$ cat config.mk
export PLATFORM = sky130hd
export DESIGN_NAME = adder_share_arb_flat
export DESIGN_NICKNAME = d
export VERILOG_FILES = /design/src/rtl/adder_share_arb_if.sv /design/src/rtl/adder_share_arb.sv /design/src/flat_wrapper.sv
export SDC_FILE = /design/constraint.sdc
export NUM_CORES = 1
export LEC_CHECK = 0
export BUFFER_PORTS_ARGS = -buffer_cell sky130_fd_sc_hd__buf_2
export CAP_MARGIN = 20
export CORE_MARGIN = 1.5
export CORE_UTILIZATION = 34
export DETAILED_ROUTE_END_ITERATION = 10
export PLACE_DENSITY = 0.67
export SYNTH_ARGS = -nofsm -noshare
export SYNTH_HDL_FRONTEND = slang
export SYNTH_SLANG_ARGS = --single-unit
$ cat constraint.sdc
create_clock -name CLOCK_50 -period 1.76 [get_ports CLOCK_50]
set_input_delay 0.176 -clock CLOCK_50 [delete_from_list [all_inputs] [get_ports CLOCK_50]]
set_output_delay 0.176 -clock CLOCK_50 [all_outputs]
set_load 0.01 [all_outputs]
$ cat src/rtl/adder_share_arb_if.sv
// rtl/adder_share_arb_if.sv - requester, result and shared-adder signals of adder_share_arb
// The slave modport is the arbiter; the master modport is the requesters plus external adder.
interface adder_share_arb_if #(
    parameter int WIDTH = 7
);
    logic             req0;
    logic             req1;
    logic [WIDTH-1:0] opa0;
    logic [WIDTH-1:0] opb0;
    logic [WIDTH-1:0] opa1;
    logic [WIDTH-1:0] opb1;
    logic             ack0;
    logic             ack1;
    logic             done0;
    logic             done1;
    logic [WIDTH:0]   res;
    logic             owner;
    logic             busy;
    logic [WIDTH-1:0] add_x;
    logic [WIDTH-1:0] add_y;
    logic             add_cin;
    logic [WIDTH-1:0] add_sum;
    logic             add_cout;

    modport slave (
        input  req0, req1, opa0, opb0, opa1, opb1, add_sum, add_cout,
        output ack0, ack1, done0, done1, res, owner, busy, add_x, add_y, add_cin
    );

    modport master (
        output req0, req1, opa0, opb0, opa1, opb1, add_sum, add_cout,
        input  ack0, ack1, done0, done1, res, owner, busy, add_x, add_y, add_cin
    );
endinterface

$ cat src/rtl/adder_share_arb.sv
// rtl/adder_share_arb.sv - round-robin sharing of one external ripple adder between two requesters
// Operands are latched on the grant edge and the adder output is captured SETTLE cycles later.
module adder_share_arb #(
    parameter int WIDTH  = 7,
    parameter int SETTLE = 2
) (
    input  logic               CLOCK_50,
    input  logic               RESET,
    adder_share_arb_if.slave   bus
);
    typedef enum logic [1:0] {
        S_IDLE   = 2'd0,
        S_SETTLE = 2'd1,
        S_DONE   = 2'd2
    } state_t;

    localparam logic [3:0] L_SETTLE = 4'(SETTLE);

    state_t           r_state;
    state_t           w_next;
    logic             r_ptr;
    logic             r_cur;
    logic [3:0]       r_cnt;
    logic [WIDTH-1:0] r_add_x;
    logic [WIDTH-1:0] r_add_y;
    logic [WIDTH:0]   r_res;
    logic             r_owner;
    logic             r_ack0;
    logic             r_ack1;
    logic             r_done0;
    logic             r_done1;
    logic             r_busy;
    logic             w_grant;
    logic             w_win;
    logic             w_capture;

    always_ff @(posedge CLOCK_50 or posedge RESET) begin
        if (RESET) r_state <= S_IDLE;
        else       r_state <= w_next;
    end

    always_comb begin
        w_next = r_state;
        case (r_state)
            S_IDLE:   if (bus.req0 || bus.req1) w_next = S_SETTLE;
            S_SETTLE: if (r_cnt == 4'd1) w_next = S_DONE;
            S_DONE:   w_next = S_IDLE;
            default:  w_next = S_IDLE;
        endcase
    end

    // A lone request wins outright; a tie goes to the requester named by r_ptr.
    always_comb begin
        w_grant   = (r_state == S_IDLE) && (bus.req0 || bus.req1);
        w_win     = (bus.req0 && bus.req1) ? r_ptr : bus.req1;
        w_capture = (r_state == S_SETTLE) && (r_cnt == 4'd1);
    end

    always_ff @(posedge CLOCK_50 or posedge RESET) begin
        if (RESET) begin
            r_ptr   <= 1'b0;
            r_cur   <= 1'b0;
            r_cnt   <= 4'd0;
            r_add_x <= '0;
            r_add_y <= '0;
            r_res   <= '0;
            r_owner <= 1'b0;
            r_ack0  <= 1'b0;
            r_ack1  <= 1'b0;
            r_done0 <= 1'b0;
            r_done1 <= 1'b0;
            r_busy  <= 1'b0;
        end else begin
            r_ack0  <= 1'b0;
            r_ack1  <= 1'b0;
            r_done0 <= 1'b0;
            r_done1 <= 1'b0;
            r_busy  <= (w_next != S_IDLE);
            if (w_grant) begin
                r_add_x <= w_win ? bus.opa1 : bus.opa0;
                r_add_y <= w_win ? bus.opb1 : bus.opb0;
                r_ack0  <= ~w_win;
                r_ack1  <= w_win;
                r_cur   <= w_win;
                r_cnt   <= L_SETTLE;
                r_ptr   <= ~w_win;
            end else if (r_state == S_SETTLE) begin
                r_cnt <= r_cnt - 4'd1;
            end
            if (w_capture) begin
                r_res   <= {bus.add_cout, bus.add_sum};
                r_owner <= r_cur;
                r_done0 <= ~r_cur;
                r_done1 <= r_cur;
            end
        end
    end

    assign bus.add_x   = r_add_x;
    assign bus.add_y   = r_add_y;
    assign bus.add_cin = 1'b0;
    assign bus.res     = r_res;
    assign bus.owner   = r_owner;
    assign bus.ack0    = r_ack0;
    assign bus.ack1    = r_ack1;
    assign bus.done0   = r_done0;
    assign bus.done1   = r_done1;
    assign bus.busy    = r_busy;
endmodule

$ cat src/flat_wrapper.sv
// flat-port wrapper written by rule: the top's interface ports become plain ports
module adder_share_arb_flat 
#(
    parameter int WIDTH  = 7,
    parameter int SETTLE = 2
)
  (CLOCK_50, RESET, bus_req0, bus_req1, bus_opa0, bus_opb0, bus_opa1, bus_opb1, bus_add_sum, bus_add_cout, bus_ack0, bus_ack1, bus_done0, bus_done1, bus_res, bus_owner, bus_busy, bus_add_x, bus_add_y, bus_add_cin);
  adder_share_arb_if #(.WIDTH(WIDTH)) bus_i ();
  input  logic CLOCK_50;
  input  logic RESET;
  input wire logic [$bits(bus_i.req0)-1:0] bus_req0;
  input wire logic [$bits(bus_i.req1)-1:0] bus_req1;
  input wire logic [$bits(bus_i.opa0)-1:0] bus_opa0;
  input wire logic [$bits(bus_i.opb0)-1:0] bus_opb0;
  input wire logic [$bits(bus_i.opa1)-1:0] bus_opa1;
  input wire logic [$bits(bus_i.opb1)-1:0] bus_opb1;
  input wire logic [$bits(bus_i.add_sum)-1:0] bus_add_sum;
  input wire logic [$bits(bus_i.add_cout)-1:0] bus_add_cout;
  output wire logic [$bits(bus_i.ack0)-1:0] bus_ack0;
  output wire logic [$bits(bus_i.ack1)-1:0] bus_ack1;
  output wire logic [$bits(bus_i.done0)-1:0] bus_done0;
  output wire logic [$bits(bus_i.done1)-1:0] bus_done1;
  output wire logic [$bits(bus_i.res)-1:0] bus_res;
  output wire logic [$bits(bus_i.owner)-1:0] bus_owner;
  output wire logic [$bits(bus_i.busy)-1:0] bus_busy;
  output wire logic [$bits(bus_i.add_x)-1:0] bus_add_x;
  output wire logic [$bits(bus_i.add_y)-1:0] bus_add_y;
  output wire logic [$bits(bus_i.add_cin)-1:0] bus_add_cin;
  assign bus_i.req0 = bus_req0;
  assign bus_i.req1 = bus_req1;
  assign bus_i.opa0 = bus_opa0;
  assign bus_i.opb0 = bus_opb0;
  assign bus_i.opa1 = bus_opa1;
  assign bus_i.opb1 = bus_opb1;
  assign bus_i.add_sum = bus_add_sum;
  assign bus_i.add_cout = bus_add_cout;
  assign bus_ack0 = bus_i.ack0;
  assign bus_ack1 = bus_i.ack1;
  assign bus_done0 = bus_i.done0;
  assign bus_done1 = bus_i.done1;
  assign bus_res = bus_i.res;
  assign bus_owner = bus_i.owner;
  assign bus_busy = bus_i.busy;
  assign bus_add_x = bus_i.add_x;
  assign bus_add_y = bus_i.add_y;
  assign bus_add_cin = bus_i.add_cin;
  adder_share_arb #(.WIDTH(WIDTH), .SETTLE(SETTLE)) u_core (.CLOCK_50(CLOCK_50), .RESET(RESET), .bus(bus_i));
endmodule
==> flow_summary.json, run 1 <==
{
  "cts_max_level": 2,
  "netlist_area_um2": 1610,
  "worstReg2RegStart": "u_core.r_cnt[1]",
  "placed_area_um2": 2000,
  "setup_viol": 0,
  "cp_num_buf_inv": 1,
  "vias": 1252,
  "endpoint_kind": "flop",
  "slew_headroom_pct": 63.5,
  "grt_max_degree": 37,
  "yosys.cell_count.top_type": "dfrtp_1",
  "diodes": 0,
  "regArea_um2": 901,
  "timing.final.crit_period_ns": 1.43,
  "synth-seq-cells": 36,
  "synth_compound_area_share_pct": 15.6,
  "drc": 0,
  "required_ns": 1.92,
  "area_delta_synth_final_pct": 30.0,
  "cp.depth": 5,
  "rsz0062_at_grt": "false",
  "clockBufferDepth": 2,
  "r2r-end": "u_core.bus.res[4]",
  "cts_tree": "built",
  "synth.area.mux_share_pct": 8.55,
  "drv_cap": 0,
  "cts_resized": 0,
  "worst_pin_slew_ns": 0.547,
  "ant_nets": 0,
  "fin_crit_sh_pct": 81.5,
  "synth_top_family_by_area": "compound AO/OA/AOI/OAI gates",
  "cp_slowest_cell": "dfrtp_1",
  "port_buffers": 67,
  "first_pass_iters": 6,
  "cp_slowest_stage_delay_ns": 0.39,
  "r2r_cells": 5,
  "crit_end": "u_core.bus.res[4]",
  "drive_above_1_share_pct": 41.1,
  "hold_viol_final": 16,
  "rrSetupSlack_ns": 0.33,
  "clk_latency_ns": 0.28,
  "synthCells": 148,
  "fin_cells": 271,
  "final_cell_area_um2": 2090,
  "die_h_um": 71.8,
  "leakage_nw": 1.19,
  "yosys_warnings": 0,
  "track_usage_pct": 13.6,
  "gr-total-overflow": 0,
  "syn_nets": 190,
  "fmax_mhz": 697,
  "ioPinCount": 69,
  "critPathArrivalTime_ns": 1.60,
  "cts_root_buf": "clkbuf_8",
  "status": "finished, violations left",
  "gp_congestion": 0.679,
  "hold_class": "input pin to asynchronous set/reset pin",
  "first_global_vias": 1214,
  "synth.distinct_cells": 24,
  "dp.cells": 264,
  "seq_area_frac_synth_pct": 56.0,
  "power_mw": 3.37,
  "cts_inserted_buffers": 5,
  "core_area_um2": 4440,
  "peakVddDrop_uv": 611,
  "clock-sinks": 36,
  "setup_tns_ns": 0,
  "yosysTopAreaCellShare_pct": 56.0,
  "synth_area_per_cell_um2": 10.9,
  "failed_checks": "negative hold slack",
  "crit_family": "flip-flops",
  "clk_pin_slew_ns": 0.07,
  "synth.area.top_cells": "dfrtp_1 56%, inv_1 8.2%, o221ai_1 7.6%",
  "synth-edff-count": 0,
  "cts_hold_buf": 0,
  "power_density_nw_per_um2": 1610,
  "async_flop_share_pct": 100,
  "timing.critical_path.from": "u_core.r_cnt[1]",
  "synth_top_area_cell": "dfrtp_1",
  "rows": 24,
  "synth-xor-area-share_pct": 0,
  "dpl.hpwl_mm": 2.31,
  "wl_per_cell_um": 11.7,
  "report.final.slew_viol_count": 0,
  "fillerInstances": 434,
  "critPathMaxFanout": 12,
  "grt_pass1_wl_mm": 5.42,
  "initial_core_util_pct": 36.2,
  "drt_iter0_drc": 47,
  "synthTopCellsByCount": "36 x dfrtp_1, 35 x inv_1, 21 x o21ai_0, 14 x o221ai_1, 7 x mux2_4",
  "hold_ws_ns": -0.0116,
  "antenna_found_initial": 0,
  "cp-start-kind": "flop",
  "synth_fa_ha_area_share_pct": 1.56,
  "die-width_um": 71.8,
  "synthFlopType": "dfrtp_1",
  "final_nets": 261,
  "finClkSkew_ns": 0.00391,
  "routed_wl_mm": 3.17,
  "dieArea_um2": 5150,
  "post_cts_buffers": 0,
  "path_cells": "inv_1, ha_1, nor3b_4, nand2b_4, mux2_4",
  "multi_input_area_um2": 526,
  "crit_type": "flop to flop",
  "viasPerCell": 4.62,
  "synth-simple-area-share_pct": 6.77
}
-- sequential cells by signal, summed over array words and instances (netlist names) --
name,count
u_core.r_cnt,4
u_core.bus.ack0,1
u_core.r_state,2
u_core.r_ptr,1
u_core.bus.done0,1
u_core.bus.add_x,7
u_core.bus.done1,1
u_core.bus.res,8
u_core.r_cur,1
u_core.bus.owner,1
u_core.bus.ack1,1
u_core.bus.busy,1
u_core.bus.add_y,7
-- worst min-delay path, cell delays in order --
cell   delay, ns
buf_2       0.10
inv_1       0.04
buf_4       0.38
-- where the power goes --
group | switching, mW | leakage (nW) | internal, mW
Sequential | 0.208 | 0.443 | 1.20
Clock | 0.262 | 0.0503 | 0.348
Combinational | 0.678 | 0.692 | 0.673
-- kinds of logic after synthesis --
group,after synthesis
fa+ha+maj,2
simple gates,18
mux,10
buf+inv,43
other cells,1
compound gates,38
flops,36
-- cell type report --
class	instances	share of cell area, %
flip-flops and latches	36	43.1
multi-input cells	69	25.1
clock buffers	7	4.61
repair buffers	72	17.8
inverters	35	6.28
well taps	52	3.11
-- worst min path at each step --
| stage | from | end | slack, ns | cells past startpoint |
|---|---|---|---|---|
| after global routing | RESET | u_core.r_state[1] | 0.02 | 3 |
| after detailed placement | RESET | u_core.bus.res[2] | 0.31 | 3 |
| after floorplan | bus_add_sum[0] | u_core.bus.res[0] | 0.32 | 1 |
| after global placement | RESET | u_core.bus.res[2] | 0.30 | 3 |
| final | RESET | u_core.bus.res[2] | -0.01 | 3 |
| after CTS | RESET | u_core.r_cnt[3] | 0.004 | 3 |
-- placed cells by master, fill, tap and decap left out, drive strengths merged --
| master | synthesis | routed |
|---|---|---|
| buf | 4 | 72 |
| clkbuf | 4 | 7 |
| conb | 1 | 1 |
| dfrtp | 36 | 36 |
| ha | 2 | 2 |
| inv | 35 | 35 |
| mux2 | 9 | 9 |
| mux2i | 1 | 1 |
| nand2 | 5 | 5 |
| nand2b | 3 | 3 |
| nand3 | 2 | 2 |
| nand3b | 1 | 1 |
| nor2 | 4 | 4 |
| nor3b | 1 | 1 |
| nor4 | 1 | 1 |
| o211ai | 3 | 3 |
| o21ai | 21 | 21 |
| o221ai | 14 | 14 |
| or2 | 1 | 1 |
-- through the flow --
stage | setup slack (ns) | util (%)
3_3_place_gp | 0.358 | 44.9
5_1_grt | 0.187 | 47.1
2_1_floorplan | 0.349 | -
6_report | 0.326 | 47.1
4_1_cts | 0.312 | 47.1
3_5_place_dp | 0.325 | 44.9
-- per-layer routing --
layer	wire length (µm)	GRT usage [%]	up-vias	share of wire, %
met5	0	0	-	0
met4	36	5.03	0	1.1
met3	180	4.22	4	5.7
li1	-	-	628	-
met1	1410	17.0	579	45
met2	1540	22.3	41	49
Power figures use the tool's default switching activity.
==> run 2: changes to the inputs <==
Settings changed: PLACE_DENSITY 0.67 to 0.7.
Clock period 1.76 ns to 1.28 ns, I/O delays scaled along.
==> run 2 against run 1 <==
  * The run ends with negative setup slack left
  * Design area up 8.6%
  * Largest cell class unchanged
  * Non-clock buffer count grew 13
  * Global-route usage increased by 0.48 points
  * Sequential share of layout area is 3.4 points lower
  * Fmax fell by 0.68%
  * Register-to-register slack worse by 0.49 ns
  * Critical path type unchanged
  * Flip-flop and latch count is the same
  * Power is 53% higher
==> flow_summary.json, run 2 (synthesis results as in run 1) <==
{
  "clock-sinks": 36,
  "cts_inserted_buffers": 5,
  "status": "finished, violations left",
  "rows": 24,
  "timing.critical_path.from": "u_core.r_cnt[1]",
  "layout_common_cells": "67 x buf_2, 36 x dfrtp_1, 34 x inv_1, 14 x buf_4, 12 x o221ai_1",
  "first_pass_iters": 6,
  "fin_crit_sh_pct": 113,
  "gr-total-overflow": 0,
  "setup_ws_ns": -0.164,
  "fmax_mhz": 693,
  "cts_root_buf": "clkbuf_8",
  "fillerInstances": 404,
  "leakage_nw": 1.26,
  "clk_latency_ns": 0.28,
  "drc": 0,
  "die_h_um": 71.8,
  "wl_per_cell_um": 12.7,
  "drv_cap": 0,
  "final_common_cell": "buf_2",
  "final_cell_area_um2": 2270,
  "wl_met2_mm": 1.91,
  "crit_type": "flop to flop",
  "peakVddDrop_uv": 911,
  "cts_tree": "built",
  "endpoint_kind": "flop",
  "regArea_um2": 901,
  "wl_met1_mm": 1.47,
  "r2r_cells": 5,
  "finClkSkew_ns": 0.00772,
  "rsz0062_at_grt": "true",
  "cp_slowest_stage_delay_ns": 0.39,
  "cts_max_level": 2,
  "largest_reg_flops": 8,
  "top_layer": "met4",
  "track_usage_pct": 14.1,
  "grt_pass1_wl_mm": 5.80,
  "report.final.slew_viol_count": 0,
  "routed_wl_mm": 3.61,
  "holdPathEnd": "u_core.bus.res[6]",
  "power_density_nw_per_um2": 2270,
  "dp_slack_ns": -0.147,
  "area_delta_synth_final_pct": 41.1,
  "placed_area_um2": 2070,
  "vias": 1341,
  "crit_family": "simple AND/OR/NAND/NOR gates",
  "cp_slowest_cell": "dfrtp_1",
  "critPathArrivalTime_ns": 1.61,
  "hold_ws_ns": 0.0751,
  "setup_tns_ns": -1.32,
  "ioPinCount": 69,
  "path_cells": "inv_2, ha_4, nor3b_4, nand2b_2, mux2_4",
  "gp_congestion": 0.809,
  "antenna_found_initial": 0,
  "hold_class": "input pin to flop",
  "cp_num_buf_inv": 1,
  "r2r-end": "u_core.bus.res[2]",
  "holdCritStartpoint": "bus_add_sum[6]",
  "dpl.hpwl_mm": 2.50,
  "clockBufferDepth": 2,
  "clk_pin_slew_ns": 0.07,
  "worstReg2RegStart": "u_core.r_cnt[1]",
  "viasPerCell": 4.71,
  "setup_viol": 12,
  "multi_input_area_um2": 584,
  "hold_viol_final": 0,
  "diodes": 0,
  "required_ns": 1.44,
  "port_buffers": 67,
  "rrSetupSlack_ns": -0.16,
  "dieArea_um2": 5150,
  "grt_max_degree": 37,
  "drt_iter0_drc": 39,
  "hold_depth": 2,
  "initial_core_util_pct": 36.2,
  "failed_checks": "negative setup slack",
  "die-width_um": 71.8,
  "drive_above_1_share_pct": 48.1,
  "core_area_um2": 4440,
  "critPathMaxFanout": 5,
  "timing.final.crit_period_ns": 1.44,
  "cp-start-kind": "flop",
  "wl_met3_um": 184,
  "final_nets": 275,
  "first_global_vias": 1279,
  "ant_nets": 0
}
==> run 2: cell types whose count changed in the layout (fill, tap and decap cells not counted), moves of 2 or more <==
cell / previous run / this run
o21ai_0: 21 / 10
o21ai_1: 0 / 10
buf_4: 5 / 14
buf_6: 0 / 2
o221ai_1: 14 / 12
o221ai_2: 0 / 2
==> run 2: per-layer routing <==
metal / global-route usage (%) / vias up
met4: 5.66 / 0
met2: 24.7 / 42
met5: 0 / -
met1: 16.4 / 633
li1: - / 660
met3: 3.80 / 6
==> run 2: worst max-delay path by stage <==
stage | endpoint | slack, ns | cells after the start
after floorplan | u_core.bus.owner | -0.13 | 6
after global placement | u_core.bus.res[0] | -0.11 | 5
after detailed placement | u_core.bus.res[0] | -0.15 | 5
after CTS | u_core.bus.res[0] | -0.16 | 5
after global routing | u_core.bus.res[2] | -0.22 | 5
final | u_core.bus.res[2] | -0.16 | 5
==> run 2: layout make-up <==
cell class	instances	area share [%]
timing repair buffer	85	21.7
sequential	36	39.7
multi-input combinational	70	25.7
clock buffer	7	4.24
inverter	35	5.79
tap	52	2.87
==> run 2: what timing repair did <==
item                                   4_1_cts  5_1_grt
resized for setup                            0       24
setup endpoints to repair                   12       28
gates cloned                                 0        1
endpoints found under the hold margin       36        0
buffers inserted                             0        4
hold buffers                                 1        0
==> run 2: per-stage QoR <==
| stage | total power, mW | utilization [%] | instances |
|---|---|---|---|
| floorplan | 3.23 | - | 148 |
| global placement | 4.01 | 46.5 | 272 |
| detailed placement | 4.07 | 46.5 | 272 |
| CTS | 4.95 | 48.9 | 280 |
| global route | 5.54 | 51.1 | 285 |
| finish | 5.16 | 51.1 | 285 |
==> run 2: power breakdown <==
group	switching [mW]	total (mW)	leakage, nW	internal, mW
combinational	1.12	2.37	0.770	1.24
sequential	0.286	1.94	0.443	1.66
clock	0.377	0.856	0.0503	0.479
total	1.79	5.16	1.26	3.38
